**config.mk**
```make
export PLATFORM = sky130hd
export DESIGN_NAME = morse_key_decoder_flat
export DESIGN_NICKNAME = d
export VERILOG_FILES = /design/src/rtl/morse_pkg.sv /design/src/rtl/morse_key_decoder_if.sv /design/src/rtl/morse_lut.sv /design/src/rtl/morse_key_decoder.sv /design/src/flat_wrapper.sv
export SDC_FILE = /design/constraint.sdc
export NUM_CORES = 1
export LEC_CHECK = 0
export ABC_AREA = 1
export BUFFER_PORTS_ARGS = -buffer_cell sky130_fd_sc_hd__buf_4
export CORE_MARGIN = 1.5
export CORE_UTILIZATION = 35
export CTS_CLUSTER_SIZE = 10
export DETAILED_ROUTE_END_ITERATION = 16
export SETUP_SLACK_MARGIN = 0.02
export SYNTH_ARGS = -nofsm -noshare
export SYNTH_HDL_FRONTEND = slang
export SYNTH_HIERARCHICAL = 1
export SYNTH_SLANG_ARGS = --single-unit
```
**constraint.sdc**
```tcl
create_clock -name clk -period 3.9 [get_ports clk]
set_input_delay 0.78 -clock clk [delete_from_list [all_inputs] [get_ports clk]]
set_output_delay 0.78 -clock clk [all_outputs]
set_load 0.005 [all_outputs]
```
**src/rtl/morse_pkg.sv**
```systemverilog
// Shared encodings and timing multipliers for the Morse key decoder.
// All durations are multiples of one Morse time unit (a dot length).
package morse_pkg;

  typedef enum logic [2:0] {
    S_IDLE  = 3'd0,
    S_MARK  = 3'd1,
    S_SPACE = 3'd2,
    S_EMIT  = 3'd3,
    S_WGAP  = 3'd4
  } state_t;

  localparam logic [7:0] CHAR_UNKNOWN = 8'h3F;
  localparam logic [7:0] CHAR_SPACE   = 8'h20;

  localparam int DOT_MAX_U    = 2;
  localparam int LETTER_GAP_U = 2;
  localparam int WORD_GAP_U   = 5;
  localparam int SAT_U        = 8;

  // A letter longer than five symbols cannot be a valid code.
  localparam logic [2:0] SYM_LEN_MAX = 3'd6;

  function automatic logic [2:0] sym_len_inc(input logic [2:0] len);
    return (len >= SYM_LEN_MAX) ? SYM_LEN_MAX : len + 3'd1;
  endfunction

endpackage

```
**src/rtl/morse_key_decoder_if.sv**
```systemverilog
// Character handoff from the Morse decoder to the LCD writer.
// A character is delivered on any clock edge where char_valid && char_ready.
interface morse_key_decoder_if;
  logic       char_valid;
  logic       char_ready;
  logic [7:0] char_data;

  modport master (
    output char_valid,
    output char_data,
    input  char_ready
  );

  modport slave (
    input  char_valid,
    input  char_data,
    output char_ready
  );
endinterface

```
**src/rtl/morse_lut.sv**
```systemverilog
// Combinational ITU Morse translation: pattern holds the symbols right-aligned,
// first symbol at bit len-1, dot=0 / dash=1. Unmapped codes give '?'.
module morse_lut
  import morse_pkg::*;
(
  input  logic [4:0] pattern,
  input  logic [2:0] len,
  output logic [7:0] ascii
);

  logic [4:0] mask;
  logic [7:0] code_key;

  // Bits above the letter length are ignored so stale history never aliases.
  for (genvar gi = 0; gi < 5; gi++) begin : g_mask
    assign mask[gi] = (len > 3'(gi));
  end

  assign code_key = {len, pattern & mask};

  always_comb begin
    ascii = CHAR_UNKNOWN;
    case (code_key)
      {3'd1, 5'b00000}: ascii = "E";
      {3'd1, 5'b00001}: ascii = "T";
      {3'd2, 5'b00000}: ascii = "I";
      {3'd2, 5'b00001}: ascii = "A";
      {3'd2, 5'b00010}: ascii = "N";
      {3'd2, 5'b00011}: ascii = "M";
      {3'd3, 5'b00000}: ascii = "S";
      {3'd3, 5'b00001}: ascii = "U";
      {3'd3, 5'b00010}: ascii = "R";
      {3'd3, 5'b00011}: ascii = "W";
      {3'd3, 5'b00100}: ascii = "D";
      {3'd3, 5'b00101}: ascii = "K";
      {3'd3, 5'b00110}: ascii = "G";
      {3'd3, 5'b00111}: ascii = "O";
      {3'd4, 5'b00000}: ascii = "H";
      {3'd4, 5'b00001}: ascii = "V";
      {3'd4, 5'b00010}: ascii = "F";
      {3'd4, 5'b00100}: ascii = "L";
      {3'd4, 5'b00110}: ascii = "P";
      {3'd4, 5'b00111}: ascii = "J";
      {3'd4, 5'b01000}: ascii = "B";
      {3'd4, 5'b01001}: ascii = "X";
      {3'd4, 5'b01010}: ascii = "C";
      {3'd4, 5'b01011}: ascii = "Y";
      {3'd4, 5'b01100}: ascii = "Z";
      {3'd4, 5'b01101}: ascii = "Q";
      {3'd5, 5'b00000}: ascii = "5";
      {3'd5, 5'b00001}: ascii = "4";
      {3'd5, 5'b00011}: ascii = "3";
      {3'd5, 5'b00111}: ascii = "2";
      {3'd5, 5'b01111}: ascii = "1";
      {3'd5, 5'b10000}: ascii = "6";
      {3'd5, 5'b11000}: ascii = "7";
      {3'd5, 5'b11100}: ascii = "8";
      {3'd5, 5'b11110}: ascii = "9";
      {3'd5, 5'b11111}: ascii = "0";
      default:          ascii = CHAR_UNKNOWN;
    endcase
  end

endmodule

```
**src/rtl/morse_key_decoder.sv**
```systemverilog
// Morse key front end: synchronise and debounce the key, time marks and gaps,
// assemble each letter and hand the decoded ASCII to the LCD writer.
module morse_key_decoder
  import morse_pkg::*;
#(
  parameter int CLK_FREQ    = 50_000_000,
  parameter int UNIT_MS     = 100,
  parameter int DEBOUNCE_MS = 10
) (
  input  logic                       clk,
  input  logic                       rst_n,
  input  logic                       key_in,
  morse_key_decoder_if.master        chr,
  output logic                       busy,
  output logic [2:0]                 sym_len,
  output logic                       err_overflow
);

  localparam int UNIT_CYC = CLK_FREQ / 1000 * UNIT_MS;
  localparam int DB_CYC   = CLK_FREQ / 1000 * DEBOUNCE_MS;

  localparam logic [31:0] DB_LAST     = 32'((DB_CYC > 0) ? DB_CYC - 1 : 0);
  localparam logic [31:0] DOT_MAX_CYC = 32'(DOT_MAX_U * UNIT_CYC);
  localparam logic [31:0] LETTER_CYC  = 32'(LETTER_GAP_U * UNIT_CYC);
  localparam logic [31:0] WORD_CYC    = 32'(WORD_GAP_U * UNIT_CYC);
  localparam logic [31:0] SAT_CYC     = 32'(SAT_U * UNIT_CYC);

  logic [1:0]  sync_reg;
  logic        key_sync;
  logic        key_db_reg;
  logic [31:0] db_cnt_reg;

  always_ff @(posedge clk or negedge rst_n) begin
    if (!rst_n) begin
      sync_reg <= 2'b00;
    end else begin
      sync_reg <= {sync_reg[0], key_in};
    end
  end

  assign key_sync = sync_reg[1];

  // key_db follows the synchronised key only after DB_CYC consecutive disagreeing cycles.
  always_ff @(posedge clk or negedge rst_n) begin
    if (!rst_n) begin
      key_db_reg <= 1'b0;
      db_cnt_reg <= '0;
    end else if (key_sync != key_db_reg) begin
      if (db_cnt_reg >= DB_LAST) begin
        key_db_reg <= key_sync;
        db_cnt_reg <= '0;
      end else begin
        db_cnt_reg <= db_cnt_reg + 32'd1;
      end
    end else begin
      db_cnt_reg <= '0;
    end
  end

  state_t      state_reg, state_next;
  logic [31:0] cnt_reg, cnt_next, cnt_inc;
  logic [4:0]  pattern_reg, pattern_next;
  logic [2:0]  sym_len_reg, sym_len_next;
  logic        lsp_reg, lsp_next;
  logic        char_valid_reg, char_valid_next;
  logic [7:0]  char_data_reg, char_data_next;
  logic        err_reg, err_next;
  logic        issue;
  logic [7:0]  issue_data;
  logic        delivered;
  logic [7:0]  lut_ascii;

  morse_lut u_lut (
    .pattern (pattern_reg),
    .len     (sym_len_reg),
    .ascii   (lut_ascii)
  );

  assign cnt_inc   = (cnt_reg >= SAT_CYC) ? cnt_reg : cnt_reg + 32'd1;
  assign delivered = char_valid_reg && chr.char_ready;

  always_ff @(posedge clk or negedge rst_n) begin
    if (!rst_n) begin
      state_reg      <= S_IDLE;
      cnt_reg        <= '0;
      pattern_reg    <= '0;
      sym_len_reg    <= '0;
      lsp_reg        <= 1'b0;
      char_valid_reg <= 1'b0;
      char_data_reg  <= 8'h00;
      err_reg        <= 1'b0;
    end else begin
      state_reg      <= state_next;
      cnt_reg        <= cnt_next;
      pattern_reg    <= pattern_next;
      sym_len_reg    <= sym_len_next;
      lsp_reg        <= lsp_next;
      char_valid_reg <= char_valid_next;
      char_data_reg  <= char_data_next;
      err_reg        <= err_next;
    end
  end

  // The edge cycle that enters MARK or SPACE is itself the first counted cycle,
  // so a count of N means the key has held its level for N cycles.
  always_comb begin
    state_next      = state_reg;
    cnt_next        = cnt_reg;
    pattern_next    = pattern_reg;
    sym_len_next    = sym_len_reg;
    lsp_next        = lsp_reg;
    issue           = 1'b0;
    issue_data      = lut_ascii;
    char_valid_next = char_valid_reg;
    char_data_next  = char_data_reg;
    err_next        = err_reg;

    case (state_reg)
      S_IDLE: begin
        if (key_db_reg) begin
          state_next = S_MARK;
          cnt_next   = 32'd1;
        end
      end
      S_MARK: begin
        if (key_db_reg) begin
          cnt_next = cnt_inc;
        end else begin
          pattern_next = {pattern_reg[3:0], (cnt_reg >= DOT_MAX_CYC)};
          sym_len_next = sym_len_inc(sym_len_reg);
          state_next   = S_SPACE;
          cnt_next     = 32'd1;
        end
      end
      S_SPACE: begin
        if (key_db_reg) begin
          state_next = S_MARK;
          cnt_next   = 32'd1;
        end else begin
          cnt_next = cnt_inc;
          if (cnt_inc >= LETTER_CYC) begin
            state_next = S_EMIT;
          end
        end
      end
      S_EMIT: begin
        issue        = 1'b1;
        issue_data   = lut_ascii;
        pattern_next = '0;
        sym_len_next = '0;
        lsp_next     = 1'b1;
        cnt_next     = cnt_inc;
        state_next   = S_WGAP;
      end
      S_WGAP: begin
        if (key_db_reg) begin
          state_next = S_MARK;
          cnt_next   = 32'd1;
        end else begin
          cnt_next = cnt_inc;
          if (cnt_inc >= WORD_CYC) begin
            issue      = lsp_reg;
            issue_data = CHAR_SPACE;
            lsp_next   = 1'b0;
            cnt_next   = '0;
            state_next = S_IDLE;
          end
        end
      end
      default: begin
        state_next = S_IDLE;
        cnt_next   = '0;
      end
    endcase

    if (delivered) begin
      char_valid_next = 1'b0;
    end
    // A slot freed by a delivery this cycle can take the new character at once.
    if (issue) begin
      if (!char_valid_reg || delivered) begin
        char_valid_next = 1'b1;
        char_data_next  = issue_data;
      end else begin
        err_next = 1'b1;
      end
    end
  end

  assign chr.char_valid = char_valid_reg;
  assign chr.char_data  = char_data_reg;
  assign busy           = (sym_len_reg != 3'd0);
  assign sym_len        = sym_len_reg;
  assign err_overflow   = err_reg;

endmodule

```
**src/flat_wrapper.sv**
```systemverilog
// flat-port wrapper written by rule: the top's interface ports become plain ports
module morse_key_decoder_flat import morse_pkg::*;
#(
  parameter int CLK_FREQ    = 50_000_000,
  parameter int UNIT_MS     = 100,
  parameter int DEBOUNCE_MS = 10
)
  (clk, rst_n, key_in, busy, sym_len, err_overflow, chr_char_valid, chr_char_data, chr_char_ready);
  morse_key_decoder_if chr_i ();
  input  logic clk;
  input  logic rst_n;
  input  logic key_in;
  output logic busy;
  output logic [2:0] sym_len;
  output logic err_overflow;
  output wire logic [$bits(chr_i.char_valid)-1:0] chr_char_valid;
  output wire logic [$bits(chr_i.char_data)-1:0] chr_char_data;
  input wire logic [$bits(chr_i.char_ready)-1:0] chr_char_ready;
  assign chr_char_valid = chr_i.char_valid;
  assign chr_char_data = chr_i.char_data;
  assign chr_i.char_ready = chr_char_ready;
  morse_key_decoder #(.CLK_FREQ(CLK_FREQ), .UNIT_MS(UNIT_MS), .DEBOUNCE_MS(DEBOUNCE_MS)) u_core (.clk(clk), .rst_n(rst_n), .key_in(key_in), .chr(chr_i), .busy(busy), .sym_len(sym_len), .err_overflow(err_overflow));
endmodule
```
==> key figures, run 1 <==
Power
  – Internal: ~0.0018 W
  – Switching Share: 38.6%
  – P_leak: 3.13 nW
  – Flop pwr share: 38.1%
  – VDD IR max: approximately 210 uV
  – Combinational power share: 32.0%
  – Pwr/cell area: around 440 nW/um2
  – Power Total: 0.00295 W
  – Psw: roughly 0.0011 W
  – Power share of the clock group: 29.9%

Drt
  – Post-DRT Antenna Nets: 0
  – Vias: around 5,600
  – Total iterations of the first detailed-routing run: 5
  – Via density: a little under 5
  – Routed WL per cell: ~13 um
  – Starting DRT DRC Count: between 400 and 500
  – DRC errors left: 0
  – Routed wire length: about 15 mm

STA
  – Endpoints failing hold: 0
  – Worst-margin pin slew: 794 ps
  – Setup Viol. Count Final: 0
  – Final setup TNS: 0 ps
  – Max Transition Viols Final: 0
  – Slew Limit Headroom: between 40% and 50%
  – Clk_skew: roughly 11 ps
  – RSZ-0062 raised after global routing: no
  – Final worst slack: about 800 ps
  – Fmax achieved: about 320 MHz
  – Clock period minus worst slack: about 3100 ps
  – Fin crit share: roughly 79%

Placed design
  – GPL Wtd Cong: 0.915
  – Pre-CTS WS: 854 ps
  – DP HPWL: 11.2 mm
  – Placed insts: between 1,000 and 1,500
  – PortBufs: 17

Global route
  – Initial antenna violation count: 0
  – Vias in the first global route: 5,258
  – GRT Total Usage: about 18%
  – Pin count of the biggest net entering global routing: 53
  – First-pass GRT wire length: around 26 mm
  – Grt total ovfl: 0

Min path
  – Worst Hold Class: flop to flop
  – Min-delay src: u_core/sync_reg[0]
  – WHS Path Cells: 0

Layout
  – Syn-to-layout area delta: 11.2%
  – Layout cell share with drive strength beyond 1: between 10% and 20%
  – Finished Layout Cells: around 1,100
  – Filler instances: approximately 1,800
  – # diodes: 0
  – Net count, final: approximately 900

Critical path
  – CP endpoint: u_core/cnt_reg[6]
  – Reg-to-reg startpoint: u_core/cnt_reg[12]
  – Crit-path max FO: 24
  – Setup slack, reg-to-reg: ~820 ps
  – Worst setup SP type: flop
  – Worst path arrival time: 3300 ps
  – Worst Path Required: 4120 ps
  – Worst R2R End: u_core/cnt_reg[6]
  – Critical path type: flop to flop
  – Path depth of the worst reg2reg path: 17
  – Critical Path Source: u_core/cnt_reg[12]
  – Crit end category: flop

Yosys
  – Top-count cell post-synth: nand2_1
  – Mean post-synth cell area: a little under 7 um2
  – Synth Instances: 874
  – Ys flop type: dfrtp_1
  – Area share of the largest cell type after synthesis: a little under two fifths
  – Synth unique cells: between 40 and 50
  – Yosys reg bits: 89
  – Most used standard cells in the synthesized netlist: nand2_1, nor2_1, inv_1
  – Post-synth EDFFs: 0
  – YS warnings: 6
  – Post-synthesis sequential area ratio: a little under two fifths
  – Post-synth top area cell: dfrtp_1
  – Top cells by area, synth: dfrtp_1, nand2_1, nor2_1
  – Netlist Area Pre-Place: around 6000 um2
  – Post-synth ARST share: 100%

CTS
  – CTS tree: built
  – CTS root buffer: clkbuf_16
  – Clock-pin slew on the worst setup and hold paths: ~80 ps
  – Max clock buf depth: 2
  – Post-CTS setup repair buffer count: 0
  – H-tree Lvls: 3
  – Clock Latency Late Sink: roughly 360 ps
  – TritonCTS Buffers: 9
  – Cts hold-fix bufs: 0
  – Cts repair resizes: 0
  – Clock sink count: 89

Die
  – Die area: about 18,000 um2
  – Num rows: 47
  – Ports: 18
  – Die Wd: 135 um
  – Core footprint: 16,800 um2
  – Die Height: around 130 um
  – Initial Util: a little over a third

Run status
  – Outcome: finished clean

Flow run
  – Max cap viols: 0
-- worst min path at each step --
stage / to / slack [ps]
floorplan: u_core/sync_reg[1] / 330
global placement: u_core/sync_reg[1] / 330
detailed placement: u_core/sync_reg[1] / 340
CTS: u_core/sync_reg[1] / 350
global route: u_core/sync_reg[1] / 360
finish: u_core/sync_reg[1] / 350
-- worst max-delay path: stages, from the launching register on --
cell,delay [ps]
dfrtp_1,390
inv_1,110
nor2_1,100
nand3_1,90
nand2_1,170
nand3_4,260
nand2_4,360
nor2_1,100
nor2_1,250
nand2_1,80
nor2_1,90
nand3_1,80
nand2_1,80
nand2_2,100
nand4_4,100
nand2_4,170
inv_4,270
o22ai_1,120
-- kinds of logic after synthesis --
family / count (synthesis) / synth area share [%]
compound gates: 100 / 11.0
xor+xnor: 15 / 2.16
fa+ha+maj: 5 / 1.03
buf+inv: 125 / 8.53
flops: 89 / 36.7
other cells: 2 / 0.124
simple gates: 538 / 40.4
-- layout make-up --
class,instances,area (um2),area share [%]
clock buffers,9,225,3.34
well taps,220,275,4.08
clock inverters,7,86.3,1.28
flip-flops and latches,89,2230,33.0
repair buffers,20,150,2.22
multi-input cells,672,3370,49.9
inverters,110,418,6.19
-- per-stage QoR --
stage               cell area (um2)  hold slack (ps)  utilization, %
floorplan                      6110              331               -
CTS                            6750              352            40.3
finish                         6750              349            40.3
global placement               6440              333            38.4
detailed placement             6440              336            38.4
global route                   6750              363            40.3
-- cell usage in the layout (no fill, tap or decap), drive strengths merged, types with 3 or more instances in the layout --
cell type | netlist | final
nand2 | 274 | 274
nor2 | 131 | 131
inv | 107 | 109
dfrtp | 89 | 89
nand3 | 85 | 85
o21ai | 37 | 37
o22ai | 21 | 21
buf | 11 | 20
nor3 | 19 | 19
a21oi | 19 | 19
nand4 | 18 | 18
conb | 2 | 14
xor2 | 12 | 12
clkbuf | 4 | 9
a21boi | 8 | 8
clkinv | 3 | 8
o211ai | 6 | 6
nor4 | 5 | 5
a31oi | 5 | 5
ha | 5 | 5
nor3b | 4 | 4
xnor2 | 3 | 3
-- power by group through the flow --
stage	logic [W]	registers (W)	clock network (W)
floorplan	0.000698	0.00110	0
global placement	0.000949	0.00114	0
detailed placement	0.000948	0.00114	0
CTS	0.000953	0.00112	0.000910
global route	0.00107	0.00114	0.000948
finish	0.000943	0.00112	0.000882
-- metal layers --
layer | track usage, % | routed length, um | vias to the layer above
met5 | 0 | 0 | -
met4 | 6.69 | 264 | 0
met3 | 2.67 | 776 | 18
met2 | 27.4 | 6600 | 153
met1 | 25.6 | 7290 | 2559
li1 | - | - | 2875
Note: power is estimated with default switching activity, not from simulation.
==> inputs of run 2 (changes only) <==
- clock period: 3.9 -> 2.55 ns (I/O delays scaled with it)
==> run 2 against run 1 <==
Final cell count is 8.0% higher; clock power is 54% higher; flip-flop and latch count stayed put; largest cell class unchanged; power is 79% higher; highest routed layer unchanged; clock skew is 5.8 ps lower; sequential power is 52% higher; critical path type unchanged.
==> key figures, run 2 (same netlist as run 1, synthesis figures left out) <==
Power
  – Pwr/cell area: between 600 and 700 nW/um2
  – Internal: 0.00316 W
  – Power share of the clock group: 25.9%
  – Combinational power share: between 40% and 50%
  – P_leak: roughly 3.9 nW
  – Switching Share: approximately two fifths
  – Psw: 0.00210 W
  – VDD IR max: between 400 and 500 uV
  – Power Total: around 0.0053 W
  – Flop pwr share: approximately a third

Drt
  – Total iterations of the first detailed-routing run: 5
  – Routed wire length: roughly 17 mm
  – Post-DRT Antenna Nets: 0
  – DRC errors left: 0
  – Starting DRT DRC Count: 475
  – Routed WL per cell: between 10 and 15 um
  – Vias: between 6,000 and 7,000
  – Via density: ~5

Flow run
  – Max cap viols: 0

STA
  – Hold Worst Slack: 158 ps
  – Slew Limit Headroom: 59.9%
  – Endpoints failing hold: 0
  – Max Transition Viols Final: 0
  – Clk_skew: 5.34 ps
  – Worst-margin pin slew: approximately 600 ps
  – RSZ-0062 raised after global routing: yes
  – Fin crit share: slightly below 100%
  – Fmax achieved: roughly 400 MHz
  – Setup Viol. Count Final: 0
  – Clock period minus worst slack: 2530 ps

Global route
  – Grt total ovfl: 0
  – Initial antenna violation count: 0
  – Pin count of the biggest net entering global routing: between 40 and 50
  – GRT Total Usage: 18.4%
  – First-pass GRT wire length: 26.7 mm
  – Vias in the first global route: roughly 5,500

Critical path
  – Crit-path max cell delay: ~440 ps
  – Worst Path Required: between 2000 and 3000 ps
  – Crit end category: flop
  – CP bufs+invs: 4
  – CP Cell Sequence: inv_1 -> nor2_1 -> nand3_1 -> nand2_2 -> nand3_4 -> nand2_8 -> buf_12 -> nand2_1 -> nand2_2 -> nand2_2 -> inv_2 -> nand3_2 -> nand3_2 -> nand2_4 -> nand2_4 -> nand4_4 -> nand2_4 -> buf_12 -> nand3_2 -> o21ai_1
  – CP top delay family: simple AND/OR/NAND/NOR gates
  – Slowest CP cell: dfrtp_1
  – Total stage count of the critical path: 20
  – Critical path type: flop to flop
  – Worst path arrival time: ~2800 ps
  – Path depth of the worst reg2reg path: 20
  – Worst setup SP type: flop
  – Critical Path Source: u_core/cnt_reg[12]
  – Crit-path max FO: 8
  – Reg-to-reg startpoint: u_core/cnt_reg[12]

Layout
  – Most frequent cells in the layout: nand2_1, buf_4, nor2_1
  – # diodes: 0
  – Filler instances: roughly 1,600
  – Layout cell share with drive strength beyond 1: between 30% and 40%
  – Syn-to-layout area delta: 34.7%
  – Fin util: between 40% and 50%
  – Most common cell after layout, fill and taps aside: nand2_1
  – Net count, final: roughly 1,000
  – Multi-input logic area: 3940 um2
  – FF/Latch Area: 2240 um2

Run status
  – Outcome: finished clean

Die
  – Initial Util: between 30% and 40%
  – Core footprint: approximately 17,000 um2
  – Ports: 18
  – Die Wd: about 130 um
  – Die Height: approximately 130 um
  – Num rows: 47
  – Die area: about 18,000 um2

Placed design
  – GPL Wtd Cong: just over 0.9
  – PortBufs: 17
  – DP HPWL: roughly 12 mm

CTS
  – Clock Latency Late Sink: between 300 and 400 ps
  – Clock sink count: between 80 and 90
  – CTS root buffer: clkbuf_16
  – CTS tree: built
  – H-tree Lvls: 3
  – Clock-pin slew on the worst setup and hold paths: around 70 ps
  – Max clock buf depth: 2
  – TritonCTS Buffers: 9

Min path
  – Worst Hold Class: input pin to asynchronous set/reset pin
run 2: cell types whose count changed in the layout (fill, tap and decap cells not counted), sizes merged:
cell,change
buf,+84
clkbuf,+4
clkinv,-2
inv,+2
nand2,+1
nand3,+1
run 2: power by group through the flow:
stage	Clock (W)	Combinational [W]	Sequential, W
CTS	0.00141	0.00173	0.00169
global placement	0	0.00171	0.00172
global route	0.00146	0.00237	0.00173
finish	0.00136	0.00220	0.00170
detailed placement	0	0.00172	0.00171
floorplan	0	0.00107	0.00169
run 2: routing by layer:
layer / global-route usage (%) / routed length [um] / vias to the layer above
met2: 28.0 / 7850 / 171
met1: 26.9 / 7970 / 2841
met3: 2.93 / 927 / 24
met5: 0 / 0 / -
met4: 5.32 / 296 / 0
li1: - / - / 3060
run 2: path summary, 6_finish.rpt:
check	endpoint	slack, ps
setup reg to reg	u_core/cnt_reg[28]	20
setup / recovery	u_core/cnt_reg[28]	20
max in group asynchronous	u_core/cnt_reg[27]	1720
hold reg to reg	u_core/sync_reg[1]	370
min in group clk	u_core/sync_reg[0]	260
hold / removal	u_core/db_cnt_reg[8]	160
run 2: repair_timing:
action | 4_1_cts | 5_1_grt
setup buffers | 1 | 22
pin swaps | 5 | 28
resized for setup | 17 | 158
hold buffers | 0 | 0
endpoints found under the setup margin | 9 | 49
cloned | 1 | 5
run 2: cell type report:
class | instances | area share (%)
clock buffer | 9 | 2.75
sequential | 89 | 27.3
inverter | 110 | 5.23
clock inverter | 7 | 0.994
tap | 220 | 3.37
multi-input combinational | 674 | 48.2
timing repair buffer | 108 | 12.1
run 2: through the flow:
stage               TNS (ps)  setup slack [ps]  area [um2]  cells
finish                     0              17.3        8180   1217
global route           -4200              -158        8180   1217
CTS                        0              20.9        7350   1190
detailed placement      -235             -36.4        6970   1172
global placement           0              13.0        6970   1172
floorplan                  0               219        6110    886
==> inputs of run 3 (changes only) <==
- CORE_UTILIZATION: 35 -> 40
==> run 3 against run 2 <==
The run now ends with negative setup slack left; highest routed layer unchanged; critical path depth decreased by 1; register-to-register slack worse by 80 ps; count of clock-buffer cells in the layout did not move; largest power group unchanged; die area shrank 12%.
==> key figures, run 3 (same netlist as run 1, synthesis figures left out) <==
Critical path
  – Reg-to-reg startpoint: u_core/cnt_reg[12]
  – Worst setup SP type: flop
  – Setup slack, reg-to-reg: -60 ps
  – Worst path arrival time: about 2900 ps
  – Path depth of the worst reg2reg path: 19
  – Crit-path max FO: 7
  – Worst Path Required: 2840 ps
  – Critical path type: flop to flop
  – Crit end category: flop
  – Worst R2R End: u_core/chr.char_data[2]

Drt
  – Vias: just over 6,000
  – DRC errors left: 0
  – Via density: slightly above 5
  – Post-DRT Antenna Nets: 0
  – Routed WL per cell: approximately 14 um
  – Routed wire length: around 17 mm
  – Starting DRT DRC Count: 592
  – Total iterations of the first detailed-routing run: 8

STA
  – Max Transition Viols Final: 0
  – Clk_skew: a little over 7 ps
  – Slew Limit Headroom: 54.6%
  – Final worst slack: -63.7 ps
  – Fmax achieved: about 380 MHz
  – Clock period minus worst slack: 2610 ps
  – Fin crit share: 102%
  – Setup Viol. Count Final: 12
  – Worst-margin pin slew: roughly 700 ps
  – RSZ-0062 raised after global routing: yes
  – Endpoints failing hold: 0

Layout
  – Most common cell after layout, fill and taps aside: nand2_1
  – Net count, final: 1,011
  – Syn-to-layout area delta: 32.4%
  – # diodes: 0
  – Filler instances: roughly 1,400
  – Finished Layout Cells: 1,191
  – Layout cell share with drive strength beyond 1: between 20% and 30%
  – Fin util: 54.7%
  – Most frequent cells in the layout: nand2_1, buf_4, nor2_1

Placed design
  – Placed insts: approximately 1,100
  – PortBufs: 17
  – DP HPWL: 11.6 mm
  – GPL Wtd Cong: between 0.9 and 1

CTS
  – Clock-pin slew on the worst setup and hold paths: approximately 70 ps
  – TritonCTS Buffers: 9
  – Clock Latency Late Sink: ~350 ps
  – H-tree Lvls: 3
  – Clock sink count: 89
  – Max clock buf depth: 2
  – CTS tree: built
  – CTS root buffer: clkbuf_16

Power
  – P_leak: 3.82 nW
  – Pwr/cell area: around 620 nW/um2
  – VDD IR max: between 300 and 400 uV

Global route
  – Vias in the first global route: 5,528
  – Grt total ovfl: 0
  – Pin count of the biggest net entering global routing: 55
  – First-pass GRT wire length: around 27 mm
  – Initial antenna violation count: 0
  – GRT Total Usage: a little over a fifth

Die
  – Die Wd: ~130 um
  – Die area: about 16,000 um2
  – Die Height: about 130 um
  – Ports: 18
  – Core footprint: between 10,000 and 15,000 um2
  – Num rows: between 40 and 50
  – Initial Util: 41.3%

Run status
  – Outcome: finished, violations left
  – Failing checks: negative setup slack

Flow run
  – Max cap viols: 0

Min path
  – Worst Hold Class: input pin to asynchronous set/reset pin
-- run 3: cell type report --
cell class              instances  area, um2  share of cell area [%]
clock buffers                   9        225                    2.80
clock inverters                 7       86.3                    1.07
inverters                     110        435                    5.42
multi-input cells             674       3770                    46.9
flip-flops and latches         89       2230                    27.8
well taps                     184        230                    2.86
repair buffers                118       1060                    13.2
-- run 3: what timing repair did --
action | in CTS | in global routing
gates resized for setup | 25 | 125
buffers inserted | 6 | 24
setup endpoints to repair | 43 | 49
cloned | 1 | 3
hold buffers | 0 | 0
pin swaps | 10 | 23
-- run 3: worst max-delay path, stage by stage, from the launching register on --
cell and delay, ps:
dfrtp_1 420, inv_1 90, nor2_1 120, nand3_2 110
nand2_4 110, nand3_4 120, buf_6 140, clkbuf_16 150
a21oi_4 140, nor2_2 50, nand2_1 100, nor2_2 40
nand3_1 80, nand2_2 100, nand2_4 110, nand3_4 100
buf_4 170, a21boi_1 150, nand3_1 130, nand2_2 110
-- run 3: where the power goes --
group / internal, W / total, W / switching [W]
logic: 0.000826 / 0.00191 / 0.00108
registers: 0.00156 / 0.00171 / 0.000146
clock network: 0.000699 / 0.00134 / 0.000641
total: 0.00308 / 0.00496 / 0.00187
-- run 3: metal layers --
metal | part of all wire, % | GRT usage (%) | vias up
li1 | - | - | 3074
met2 | 44 | 32.0 | 192
met3 | 5.8 | 3.40 | 36
met1 | 47 | 30.4 | 2837
met4 | 2.7 | 6.22 | 0
met5 | 0 | 0 | -
-- run 3: worst max-delay path by stage --
stage                               to                from  slack, ps
6_report       u_core/chr.char_data[2]  u_core/cnt_reg[12]        -60
5_1_grt        u_core/chr.char_data[1]  u_core/cnt_reg[13]       -220
4_1_cts        u_core/chr.char_data[2]  u_core/cnt_reg[18]         20
3_5_place_dp   u_core/chr.char_data[2]   u_core/cnt_reg[0]       -130
3_3_place_gp   u_core/chr.char_data[6]   u_core/cnt_reg[0]        -70
2_1_floorplan       u_core/cnt_reg[13]   u_core/cnt_reg[1]        220
-- run 3: per-stage QoR --
stage	hold slack (ps)	total power, W	setup WS [ps]	TNS (ps)	area [um2]
final	186	0.00496	-63.7	-283	8040
after global routing	253	0.00527	-220	-5810	8040
after CTS	219	0.00476	22.1	0	7410
after detailed placement	337	0.00338	-127	-2860	6970
after global placement	358	0.00338	-66.4	-886	6970
after floorplan	214	0.00275	219	0	6110
